--- src/rtl/signal_window_monitor_if.sv ---
// Sample stream and result bus of the window monitor.
// The stream has no back-pressure. A sample is taken on every clock edge where
// sample_valid is high while a window is open. Other cycles are ignored.
interface signal_window_monitor_if #(
   parameter int WIDTH  = 16,
   parameter int N_LOG2 = 8
);
   logic                        start;
   logic                        sample_valid;
   logic [WIDTH-1:0]            signal_in;
   logic                        busy;
   logic                        done;
   logic [WIDTH-1:0]            min_out;
   logic [WIDTH-1:0]            max_out;
   logic [WIDTH+N_LOG2-1:0]     sum_out;
   logic [2*WIDTH+N_LOG2-1:0]   energy_out;
   logic [N_LOG2:0]             clip_count;
   logic                        state_dbg;

   modport master (
      output start, sample_valid, signal_in,
      input  busy, done, min_out, max_out, sum_out, energy_out, clip_count, state_dbg
   );

   modport slave (
      input  start, sample_valid, signal_in,
      output busy, done, min_out, max_out, sum_out, energy_out, clip_count, state_dbg
   );
endinterface

--- src/rtl/signal_window_monitor.sv ---
// Measures min, max, sum, energy and full-scale count over one window of
// 2**N_LOG2 accepted signed samples. Results are published with a one-cycle done pulse.
module signal_window_monitor #(
   parameter int WIDTH  = 16,
   parameter int N_LOG2 = 8
) (
   input  logic                    clk_sampling,
   input  logic                    rst,
   signal_window_monitor_if.slave  bus
);
   typedef enum logic {IDLE = 1'b0, ACCUM = 1'b1} state_t;

   localparam logic [N_LOG2:0]        LAST_IDX = {1'b0, {N_LOG2{1'b1}}};
   localparam logic [N_LOG2:0]        CNT_ONE  = {{N_LOG2{1'b0}}, 1'b1};
   localparam logic signed [WIDTH-1:0] POS_FS  = {1'b0, {(WIDTH-1){1'b1}}};
   localparam logic signed [WIDTH-1:0] NEG_FS  = {1'b1, {(WIDTH-1){1'b0}}};

   state_t state_q, state_d;
   logic   done_q, done_d;

   logic [N_LOG2:0]              cnt_q;
   logic signed [WIDTH-1:0]      min_q, max_q;
   logic [WIDTH+N_LOG2-1:0]      sum_q;
   logic [2*WIDTH+N_LOG2-1:0]    energy_q;
   logic [N_LOG2:0]              clip_q;

   logic signed [WIDTH-1:0]      min_res, max_res;
   logic [WIDTH+N_LOG2-1:0]      sum_res;
   logic [2*WIDTH+N_LOG2-1:0]    energy_res;
   logic [N_LOG2:0]              clip_res;

   logic signed [WIDTH-1:0]      sample;
   logic signed [2*WIDTH-1:0]    sample_wide;
   logic signed [2*WIDTH-1:0]    square;
   logic                         accept, last, is_clip;
   logic signed [WIDTH-1:0]      min_next, max_next;
   logic [WIDTH+N_LOG2-1:0]      sum_next;
   logic [2*WIDTH+N_LOG2-1:0]    energy_next;
   logic [N_LOG2:0]              clip_next;

   assign sample      = bus.signal_in;
   assign sample_wide = {{WIDTH{sample[WIDTH-1]}}, sample};
   // A square is never negative, so its bits are used directly as an unsigned value.
   assign square      = sample_wide * sample_wide;
   assign accept      = (state_q == ACCUM) && bus.sample_valid;
   assign last        = accept && (cnt_q == LAST_IDX);
   assign is_clip     = (sample == POS_FS) || (sample == NEG_FS);

   // The first accepted sample (cnt_q == 0) seeds min and max.
   assign min_next    = ((cnt_q == '0) || (sample < min_q)) ? sample : min_q;
   assign max_next    = ((cnt_q == '0) || (sample > max_q)) ? sample : max_q;
   assign sum_next    = sum_q + {{N_LOG2{sample[WIDTH-1]}}, sample};
   assign energy_next = energy_q + {{N_LOG2{1'b0}}, square};
   assign clip_next   = clip_q + {{N_LOG2{1'b0}}, is_clip};

   always_comb begin
      state_d = state_q;
      done_d  = 1'b0;
      case (state_q)
         IDLE:  if (bus.start) state_d = ACCUM;
         ACCUM: if (last) begin
            state_d = IDLE;
            done_d  = 1'b1;
         end
         default: state_d = IDLE;
      endcase
   end

   always_ff @(posedge clk_sampling) begin
      if (rst) begin
         state_q    <= IDLE;
         done_q     <= 1'b0;
         cnt_q      <= '0;
         min_q      <= '0;
         max_q      <= '0;
         sum_q      <= '0;
         energy_q   <= '0;
         clip_q     <= '0;
         min_res    <= '0;
         max_res    <= '0;
         sum_res    <= '0;
         energy_res <= '0;
         clip_res   <= '0;
      end else begin
         state_q <= state_d;
         done_q  <= done_d;
         if ((state_q == IDLE) && bus.start) begin
            cnt_q    <= '0;
            min_q    <= '0;
            max_q    <= '0;
            sum_q    <= '0;
            energy_q <= '0;
            clip_q   <= '0;
         end else if (accept) begin
            cnt_q    <= cnt_q + CNT_ONE;
            min_q    <= min_next;
            max_q    <= max_next;
            sum_q    <= sum_next;
            energy_q <= energy_next;
            clip_q   <= clip_next;
            if (last) begin
               min_res    <= min_next;
               max_res    <= max_next;
               sum_res    <= sum_next;
               energy_res <= energy_next;
               clip_res   <= clip_next;
            end
         end
      end
   end

   assign bus.busy       = (state_q == ACCUM);
   assign bus.done       = done_q;
   assign bus.state_dbg  = state_q;
   assign bus.min_out    = min_res;
   assign bus.max_out    = max_res;
   assign bus.sum_out    = sum_res;
   assign bus.energy_out = energy_res;
   assign bus.clip_count = clip_res;
endmodule
--- src/flat_wrapper.sv ---
// flat-port wrapper written by rule: the top's interface ports become plain ports
module signal_window_monitor_flat 
#(
   parameter int WIDTH  = 16,
   parameter int N_LOG2 = 8
)
  (clk_sampling, rst, bus_start, bus_sample_valid, bus_signal_in, bus_busy, bus_done, bus_min_out, bus_max_out, bus_sum_out, bus_energy_out, bus_clip_count, bus_state_dbg);
  signal_window_monitor_if #(.WIDTH(WIDTH), .N_LOG2(N_LOG2)) bus_i ();
  input  logic clk_sampling;
  input  logic rst;
  input wire logic [$bits(bus_i.start)-1:0] bus_start;
  input wire logic [$bits(bus_i.sample_valid)-1:0] bus_sample_valid;
  input wire logic [$bits(bus_i.signal_in)-1:0] bus_signal_in;
  output wire logic [$bits(bus_i.busy)-1:0] bus_busy;
  output wire logic [$bits(bus_i.done)-1:0] bus_done;
  output wire logic [$bits(bus_i.min_out)-1:0] bus_min_out;
  output wire logic [$bits(bus_i.max_out)-1:0] bus_max_out;
  output wire logic [$bits(bus_i.sum_out)-1:0] bus_sum_out;
  output wire logic [$bits(bus_i.energy_out)-1:0] bus_energy_out;
  output wire logic [$bits(bus_i.clip_count)-1:0] bus_clip_count;
  output wire logic [$bits(bus_i.state_dbg)-1:0] bus_state_dbg;
  assign bus_i.start = bus_start;
  assign bus_i.sample_valid = bus_sample_valid;
  assign bus_i.signal_in = bus_signal_in;
  assign bus_busy = bus_i.busy;
  assign bus_done = bus_i.done;
  assign bus_min_out = bus_i.min_out;
  assign bus_max_out = bus_i.max_out;
  assign bus_sum_out = bus_i.sum_out;
  assign bus_energy_out = bus_i.energy_out;
  assign bus_clip_count = bus_i.clip_count;
  assign bus_state_dbg = bus_i.state_dbg;
  signal_window_monitor #(.WIDTH(WIDTH), .N_LOG2(N_LOG2)) u_core (.clk_sampling(clk_sampling), .rst(rst), .bus(bus_i));
endmodule
--- config.mk ---
export PLATFORM = sky130hd
export DESIGN_NAME = signal_window_monitor_flat
export DESIGN_NICKNAME = d
export VERILOG_FILES = /design/src/rtl/signal_window_monitor_if.sv /design/src/rtl/signal_window_monitor.sv /design/src/flat_wrapper.sv
export SDC_FILE = /design/constraint.sdc
export NUM_CORES = 1
export LEC_CHECK = 0
export BUFFER_PORTS_ARGS = -buffer_cell sky130_fd_sc_hd__buf_2
export CORE_ASPECT_RATIO = 1.1
export CORE_MARGIN = 2
export CORE_UTILIZATION = 30
export DETAILED_ROUTE_END_ITERATION = 16
export PLACE_DENSITY_LB_ADDON = 0.3
export SLEW_MARGIN = 5
export SYNTH_ARGS = -nofsm -noshare
export SYNTH_HDL_FRONTEND = slang
export SYNTH_SLANG_ARGS = --single-unit
--- constraint.sdc ---
create_clock -name clk_sampling -period 13.7 [get_ports clk_sampling]
set_clock_uncertainty 0.15 [all_clocks]
set_input_delay 2.74 -clock clk_sampling [delete_from_list [all_inputs] [get_ports clk_sampling]]
set_output_delay 2.74 -clock clk_sampling [all_outputs]
set_load 0.1 [all_outputs]
* Word-level counts from Yosys, hierarchy flattened *
Cells that the tools add are included.

storage, ports and cells
  register bits after elaboration = 221
  input port bits = 20
  output and inout port bits = 108
  word-level logic and storage cells = 41

cells by class
  add/subtract/negate cells = 4
  multiply operators = 1
  magnitude comparators = 2
  equal/unequal tests = 3
  multiplexer cells = 6
  bitwise gates (word level) = 2
  reduce and logical (&&, ||, !) cells = 10

operators with widths
  cell                    number
  $add A40 B32 Y40        1
  $eq A16 B16 Y1 const B  2
  $mul A16 B16 Y32        1
  $mux W16                2
  $add A24 B24 Y24        1
  $gt A16 B16 Y1          1
  $lt A16 B16 Y1          1
  $add A9 B1 Y9           1
  $add A9 B1 Y9 const B   1
  $eq A9 B8 Y1 const B    1
  $logic_not A9 Y1        1
  $reduce_or A2 Y1        2
  $logic_and A1 B1 Y1     3
  $logic_or A1 B1 Y1      3
  $mux W1                 3
  $reduce_and A3 Y1       1
  $not A1 Y1              2
  $pmux W1 S2             1

* Logic depth before layout (Yosys ltp) *
Gate-level depths: netlist of run 1.

  depth in word-level cells = 4
  mapped depth = 35
  mapped depth without buffers = 34

* Worst setup path after synthesis of run 1 *
No wires, ideal clock.

  path kind = input -> register
  from = in bus_signal_in[15]
  to = reg u_core.energy_q[38]
  library setup time = 0.070 ns
  data arrival time = 10.336 ns
  data required time = 13.480 ns
  path slack = 3.144 ns
  cell stages on the path = 31
  buffers on the path = 2
  path through = clkbuf_1 -> clkbuf_1 -> nand2_1 -> fa_1 -> inv_1 -> fa_1 -> fa_1 -> fa_1 -> fa_1 -> inv_1 -> fa_1 -> inv_1 -> ha_1 -> or2_1 -> a21oi_1 -> a31oi_1 -> o311a_1 -> o31ai_1 -> nand2_1 -> a21o_1 -> a21oi_1 -> xnor2_1 -> ha_1 -> nand4_1 -> or2_2 -> nor2_1 -> a21oi_1 -> o21ai_2 -> nand2_1 -> or4_1 -> a21oi_1

between the ends
  longest elaborated chain between the ends = 2

RTL lines
  what                  RTL line                     RTL
  start, declared       flat_wrapper.sv:13           input wire logic [$bits(bus_i.signal_in)-1:0] bus_signal_in;
  $mul A16 B16 Y32      signal_window_monitor.sv:44  assign square = sample_wide * sample_wide;
  $add A40 B32 Y40      signal_window_monitor.sv:53  assign energy_next = energy_q + {{N_LOG2{1'b0}}, square};
  end signal, assigned  signal_window_monitor.sv:99  energy_q <= energy_next;
  end, declared         signal_window_monitor.sv:24  logic [2*WIDTH+N_LOG2-1:0] energy_q;

No other way between the ends.
A chain may end at the register's enable or synchronous reset.

* Worst setup path in the final report of run 1 *
Same ends and word-level chain as after synthesis.

==> results.tsv, run 1 <==
metric	value	unit
outcome	finished, final reports clean	
cts.repair.resized	0	
numCtsBuffers	26	
antenna_found_initial	0	
wl_per_cell	16.25	um
die_y	282.2	um
boundaryPins	128	
syn_avg_cell_area	8.261	um^2
cts_tree	built	
via_per_inst	4.739	
drt_wl_total	57680	um
ys_ff_latch	221	
numPortBuffers	127	
start_util	0.3012	
clkLatencyLatePin	0.56	ns
final_cell_area	23460	um^2
holdPathStages	2	
cp-end-kind	flop	
drt-initial-drc-count	816	
grt_usage	0.1600	
finish.utilization	0.3348	
cts_max_path_buffers	3	
path_delay_family	adder cells	
max_slew_margin	0.2679	
min_period_over_period	0.7998	
drv_cap	0	
crit_path_top_delay_cell	fa_1	
core_area	70060	um^2
yosys_warnings	0	
crit_buf_inv	4	
rrSetupSlack	10.35	ns
postRouteAntennaNets	0	
synth.distinct_cells	74	
finalSetupViolations	0	
yosysTopAreaCellShare	0.2267	
async_flop_share	0	
finalSetupTns	0	ns
htree_levels	1	
slowest_delay	0.56	ns
synthCells	2555	
rr_worst_depth	8	
synth_area_leader_cell	fa_1	
syn-num-nets	2995	
max_freq	0.09127	GHz
final_hold_viol_count	0	
grt_max_degree	86	
dpl_cell_area	22570	um^2
synth-main-ff-cell	dfxtp_1	
seq_area_frac_synth	0.2096	
first_pass_iters	5	
place_ws	2.206	ns
clk_pin_slew	0.06	ns
worstHoldStart	u_core.bus.energy_out[19]	
clkSinkCount	221	
cts_root_buf	clkbuf_16	
dp_hpwl	44170	um
grt_overflow	0	
die_w	256.9	um
rows	102	
worst_path_most_repeated_cell	fa_1	
dieArea	72490	um^2
synth_area_leaders	fa_1 (23%), dfxtp_1 (21%), ha_1 (11%)	
reg2reg_to	u_core.bus.energy_out[33]	
critPathLaunchType	input pin	
synth_edf_count	0	
final_net_count	3037	
hold_end	u_core.bus.energy_out[19]	
r2r-start	u_core.cnt_q[2]	
cp.arrival	11.30	ns
finalWorstPathRequiredPeriod	10.96	ns
rsz0062_at_grt	no	
worstSetupStartpoint	bus_signal_in[15]	
area_growth	11.13	%
slew_viol_final	0	
vias	16820	
post-cts-setup-buffers	0	
grt_pass1_wl	93810	um
postCtsHoldBufs	0	
gp_congestion	0.8015	
crit_fanout	22	
fin_ws	2.743	ns
syn_area	21110	um^2
crit_required	14.04	ns
antenna_cells	0	
grt_pass1_vias	16850	
fillers	7377	
drc	0	
crit_type	in -> reg	
tightest_slew	1.084	ns
min_path_type	reg -> reg	
drive_gt1_frac	0.08110	
layer usage:
layer | GRT usage | part of all wire
met5 | 0 | 0
met4 | 0.03235 | 0.021
met3 | 0.01837 | 0.032
met2 | 0.2692 | 0.47
met1 | 0.2217 | 0.47
synthesized netlist by cell type, drive strengths merged (17+ instances only):
| cell | n |
|---|---|
| nand4 | 20 |
| nor3 | 48 |
| clkbuf | 117 |
| nor4 | 23 |
| nand2 | 304 |
| nor2 | 193 |
| ha | 181 |
| xor2 | 45 |
| a21o | 53 |
| and2 | 41 |
| and3 | 21 |
| nand2b | 17 |
| dfxtp | 221 |
| xnor2 | 69 |
| inv | 390 |
| a211oi | 47 |
| fa | 239 |
| a21oi | 223 |
| o21ai | 74 |
| nand3 | 73 |
per-stage QoR:
stage	cells	hold WS (ns)
final	3550	0.3011
after global routing	3550	0.3231
after CTS	3550	0.3057
after detailed placement	3505	0.2965
after global placement	3505	0.2917
after floorplan	2555	0.2856
registers in the layout, summed over array words and instances (netlist names), 16 cells and up:
signal / count
u_core.max_q: 16
u_core.energy_q: 40
u_core.bus.max_out: 16
u_core.bus.min_out: 16
u_core.min_q: 16
u_core.bus.energy_out: 40
u_core.bus.sum_out: 24
u_core.sum_q: 24
area by class of cell:
type	count	area, um^2	area share
Sequential cell	221	4424	0.1886
Multi-Input combinational cell	1813	14730	0.6282
Clock buffer	39	769.5	0.03281
Timing Repair Buffer	145	773.2	0.03297
Tap cell	936	1171	0.04993
Inverter	390	1464	0.06241
Clock inverter	6	120.1	0.005121
logic make-up after synthesis:
| logic type | count (synthesis) | synth area share |
|---|---|---|
| adders and majority gates | 420 | 0.3340 |
| muxes | 5 | 0.002490 |
| and+or+nand+nor | 793 | 0.1718 |
| buffers and inverters | 521 | 0.09366 |
| xor gates and xnor gates | 114 | 0.04731 |
| DFF | 221 | 0.2096 |
| AOI/OAI and AO/OA | 481 | 0.1411 |
cells in the final DEF (no fill, tap or decap), types with 13 or more instances in the layout:
cell type and count:
fa_1 239, o21ai_0 67, nor4_1 23, buf_2 126
xor2_1 45, and3_1 20, nand4_1 20, and2_1 39
a211oi_1 44, clkbuf_16 26, a21o_1 52, nor2_1 193
nor3_1 48, nand2b_1 17, dfxtp_1 221, ha_1 181
a21oi_1 222, nand3_1 73, xnor2_1 69, inv_1 389
buf_4 19, nor2b_1 13, nand2_1 302
worst max path at each step:
stage	to	slack, ns	cells past startpoint
6_report	u_core.energy_q[38]	2.74	32
3_3_place_gp	u_core.energy_q[38]	2.19	33
2_1_floorplan	u_core.energy_q[38]	3.14	31
3_5_place_dp	u_core.energy_q[38]	2.21	33
5_1_grt	u_core.energy_q[38]	2.15	33
4_1_cts	u_core.energy_q[38]	2.78	33
worst reg2reg max path, cell delays in order, from the launching register on:
cell and delay [ns]:
dfxtp_1 0.40, and3_1 0.23, nand3_1 0.10, nor2_1 0.13, ha_1 0.39, and3_4 0.58
buf_4 0.80, nor2_1 0.20, a2111oi_2 0.29
Power of run 1 is not shown: default switching activity piles up to over one toggle a cycle in this logic, so the estimate is an artifact.
==> run 2, diff against run 1 <==
- ABC_AREA: unset -> 1
- clock period: 13.7 -> 10.8 ns (I/O delays scaled with it)
==> run 2 against run 1 <==
Effect of this change:
- routed wire length increased by 18%
- non-clock buffer count increased by 6
- synthesized cell count increased by 26%
- utilization increased by 0.14 points
- register-to-register slack got worse by 3.2 ns
- final area increased by 8.9%
- sequential share of layout area decreased by 1.5 points
- synthesized area increased by 9.0%
- global-route usage increased by 1.4 points
- final cell count increased by 22%
- critical path type unchanged
- critical endpoint unchanged
==> results.tsv, run 2 <==
metric	value	unit
outcome	finished, final reports clean	
seq_area_frac_synth	0.1923	
drv_cap	0	
seqCellArea	4424	um^2
wl_met2	32200	um
antenna_found_initial	0	
numPortBuffers	127	
slowest_delay	0.73	ns
crit_type	in -> reg	
core_area	76000	um^2
fillers	8335	
rows	106	
synth-main-ff-cell	dfxtp_1	
postRouteAntennaNets	0	
dp_hpwl	53820	um
cts_root_buf	clkbuf_16	
wl_per_cell	15.78	um
synth.distinct_cells	51	
crit_path_top_delay_cell	fa_1	
grt_max_degree	87	
crit_required	11.11	ns
die_w	268.1	um
syn-num-nets	3653	
start_util	0.3028	
finalSetupViolations	0	
drive_gt1_frac	0.06875	
min_period_over_period	0.8875	
htree_levels	1	
vias	20330	
cp.arrival	9.90	ns
route.layer.met1.wl	31460	um
min_path_type	reg -> reg	
cts_tree	built	
async_flop_share	0	
synthTopCellsByCount	inv_1 (708), nand2_1 (683), nor2_1 (256)	
final_cell_mix	inv_1 (707), nand2_1 (682), nor2_1 (255)	
synth_area_leader_cell	fa_1	
routed.top_layer	met4	
clkLatencyLatePin	0.58	ns
max_slew_margin	0.2316	
syn_area	23010	um^2
drt_wl_total	68280	um
finalSetupTns	0	ns
cts_max_path_buffers	3	
cts.repair.resized	0	
syn_avg_cell_area	7.161	um^2
drc	0	
die_y	294.5	um
via_per_inst	4.697	
critPathLaunchType	input pin	
gp_congestion	0.9466	
synth_area_leaders	fa_1 (21%), dfxtp_1 (19%), inv_1 (12%)	
grt_overflow	0	
area_growth	11.04	%
dieArea	78930	um^2
max_freq	0.1043	GHz
final_net_count	3724	
final_hold_viol_count	0	
grt_pass1_vias	19760	
postCtsHoldBufs	0	
boundaryPins	128	
numCtsBuffers	27	
cp-end-kind	flop	
grt_usage	0.1743	
clkSinkCount	221	
synthCells	3213	
final_common_cell	inv_1	
rsz0062_at_grt	no	
clk_pin_slew	0.05	ns
yosysTopAreaCellShare	0.2080	
multiInputGateArea	15440	um^2
post-cts-setup-buffers	0	
tightest_slew	1.138	ns
ys_ff_latch	221	
first_pass_iters	5	
finalWorstPathRequiredPeriod	9.585	ns
antenna_cells	0	
wl_met3	3266	um
yosys_warnings	0	
slew_viol_final	0	
worst_path_most_repeated_cell	inv_1	
crit_fanout	23	
post-synth-top-count-cell	inv_1	
synth_edf_count	0	
drt-initial-drc-count	1111	
grt_pass1_wl	109200	um
==> run 2: cell types whose count changed after synthesis, sizes merged, moves of 32 or more <==
cell    before  now
nor2       193  256
nand2      304  697
and2        41    2
clkbuf     117   71
a21oi      223  180
nand3       73  195
o21a        11   43
a21o        53   15
o21ai       74  134
inv        390  712
a211oi      47    4
xnor2       69   28
==> run 2: kinds of logic after synthesis <==
family,after synthesis,share of synthesized area
adder cells (fa/ha/maj),420,0.3064
flip-flops,221,0.1923
AO/OA/AOI/OAI,435,0.1083
XOR/XNOR,70,0.02665
AND/OR/NAND/NOR,1245,0.2292
buffers and inverters,822,0.1372
==> run 2: path summary, 6_finish.rpt <==
check	start	end	slack, ns	cells past startpoint
worst max-delay path	bus_signal_in[1]	u_core.energy_q[38]	1.22	32
worst min-delay path	u_core.bus.min_out[10]	u_core.bus.min_out[10]	0.30	2
worst max register to register	u_core.bus.busy	u_core.bus.sum_out[11]	7.11	10
worst min register to register	u_core.bus.min_out[10]	u_core.bus.min_out[10]	0.30	2
==> run 2: metrics by stage <==
stage          utilization  area, um^2  hold WS (ns)  setup slack (ns)  cells
6_report            0.3362       25550        0.2994             1.215   4328
3_5_place_dp        0.3244       24650        0.2862            0.6354   4281
5_1_grt             0.3362       25550        0.3195            0.5689   4328
3_3_place_gp        0.3244       24650        0.2842            0.5661   4281
2_1_floorplan            -       23010        0.2937             1.735   3213
4_1_cts             0.3362       25550        0.3010             1.219   4328
==> run 2: metal layers <==
| layer | global-route usage | up-vias |
|---|---|---|
| met1 | 0.2397 | 9722 |
| li1 | - | 10060 |
| met3 | 0.02089 | 80 |
| met4 | 0.03774 | 0 |
| met2 | 0.2914 | 471 |
| met5 | 0 | - |
==> run 2: area by class of cell <==
class	count	share of cell area
clock inverter	7	0.004065
inverter	713	0.1053
multi-input combinational	2170	0.6042
clock buffer	40	0.03110
timing repair buffer	151	0.03193
tap	1026	0.05025
sequential	221	0.1732
==> run 2: critical path, delay by kind of cell <==
kind | cells | cell delay, ns
xor+xnor | 1 | 0.25
simple gates | 11 | 1.68
buf+inv | 8 | 0.98
fa+ha+maj | 8 | 4.17
compound gates | 4 | 0.59
Power of run 2 is left out for the same reason.
==> run 3, diff against run 2 <==
- ABC_AREA: 1 -> unset
==> run 3 against run 2 <==
Effect of this change:
- utilization rose by 0.14 points
- final cell count fell by 17%
- routed wire length fell by 13%
- clock-buffer cell count fell by 5
- non-clock buffer count rose by 17
- critical endpoint unchanged
- largest cell class unchanged
==> results.tsv, run 3 (synthesized netlist as in run 1, its figures left out) <==
metric	value	unit
vias	17000	
cts_root_buf	clkbuf_16	
core_area	70060	um^2
cts_max_path_buffers	3	
clkSinkCount	221	
slowest_delay	0.56	ns
max_slew_margin	0.1983	
boundaryPins	128	
min_path_type	reg -> reg	
cp-end-kind	flop	
cp.arrival	10.47	ns
cts.repair.resized	0	
final_cell_mix	inv_1 (389), nand2_1 (302), fa_1 (239)	
critPathLaunchType	input pin	
wl_per_cell	16.52	um
numPortBuffers	127	
first_pass_iters	5	
dieArea	72490	um^2
grt_pass1_vias	16480	
die_y	282.2	um
final_hold_viol_count	0	
crit_path_top_delay_cell	fa_1	
dp_hpwl	45750	um
htree_levels	1	
outcome	finished, final reports clean	
drc	0	
rsz0062_at_grt	no	
grt_pass1_wl	93090	um
drive_gt1_frac	0.09056	
numCtsBuffers	26	
rows	102	
area_growth	12.06	%
crit_required	11.14	ns
final_common_cell	inv_1	
clkLatencyLatePin	0.57	ns
tightest_slew	1.203	ns
via_per_inst	4.753	
finalSetupViolations	0	
finalWorstPathRequiredPeriod	10.13	ns
finalSetupTns	0	ns
grt_usage	0.1605	
antenna_found_initial	1	
clk_pin_slew	0.06	ns
final_net_count	3060	
start_util	0.3012	
crit_fanout	18	
gp_congestion	0.8678	
slew_viol_final	0	
grt_max_degree	70	
drv_cap	0	
max_freq	0.09872	GHz
post-cts-setup-buffers	0	
postCtsHoldBufs	0	
crit_type	in -> reg	
grt_overflow	0	
die_w	256.9	um
cts_tree	built	
drt-initial-drc-count	920	
postRouteAntennaNets	0	
drt_wl_total	59080	um
rrSetupSlack	7.66	ns
min_period_over_period	0.9380	
==> run 3: cell types whose count changed in the layout (fill, tap and decap cells not counted), moves of 20 or more <==
| cell | delta |
|---|---|
| a211oi_1 | +40 |
| a21o_1 | +37 |
| a21oi_1 | +43 |
| and2_1 | +37 |
| inv_1 | -318 |
| nand2_1 | -380 |
| nand3_1 | -120 |
| nand4_1 | -30 |
| nor2_1 | -62 |
| nor3_1 | +29 |
| o21a_1 | -32 |
| o21ai_0 | -57 |
| o21bai_1 | -20 |
| xnor2_1 | +41 |
==> run 3: layout make-up <==
type / count / area, um^2
Multi-Input combinational cell: 1813 / 14730
Tap cell: 936 / 1171
Fill cell: 7407 / 46410
Antenna cell: 1 / 2.502
Clock buffer: 35 / 734.5
Clock inverter: 12 / 176.4
Timing Repair Buffer: 168 / 945.9
Sequential cell: 221 / 4424
Inverter: 390 / 1464
==> run 3: layer usage <==
layer,up-vias,GRT usage,share of wire
li1,8482,-,-
met5,-,0,0
met4,0,0.02982,0.016
met1,8139,0.2267,0.48
met3,52,0.02715,0.049
met2,323,0.2590,0.46
==> run 3: path summary, 6_finish.rpt <==
kind,from,end,cells after the start
setup / recovery,bus_signal_in[1],u_core.energy_q[38],34
hold / removal,u_core.bus.sum_out[10],u_core.bus.sum_out[10],2
setup reg to reg,u_core.cnt_q[2],u_core.bus.max_out[14],7
hold reg to reg,u_core.bus.sum_out[10],u_core.bus.sum_out[10],2
==> run 3: worst max-delay path: cells and delay by family <==
| family | cells | cell delay, ns |
|---|---|---|
| AND/OR/NAND/NOR | 5 | 1.26 |
| XOR/XNOR | 1 | 0.10 |
| adder cells (fa/ha/maj) | 8 | 3.64 |
| buffers and inverters | 7 | 0.87 |
| AO/OA/AOI/OAI | 13 | 2.39 |
==> run 3: stage by stage <==
| stage | worst slack (ns) | instances | utilization | hold slack, ns | area [um^2] |
|---|---|---|---|---|---|
| 2_1_floorplan | 0.8238 | 2555 | - | 0.2856 | 21110 |
| 3_3_place_gp | 0.1337 | 3528 | 0.3245 | 0.2926 | 22740 |
| 3_5_place_dp | 0.1478 | 3528 | 0.3245 | 0.2952 | 22740 |
| 4_1_cts | 0.7164 | 3575 | 0.3375 | 0.3050 | 23650 |
| 5_1_grt | 0.1094 | 3576 | 0.3376 | 0.3242 | 23650 |
| 6_report | 0.6699 | 3576 | 0.3376 | 0.3024 | 23650 |
Power of run 3 is left out for the same reason.
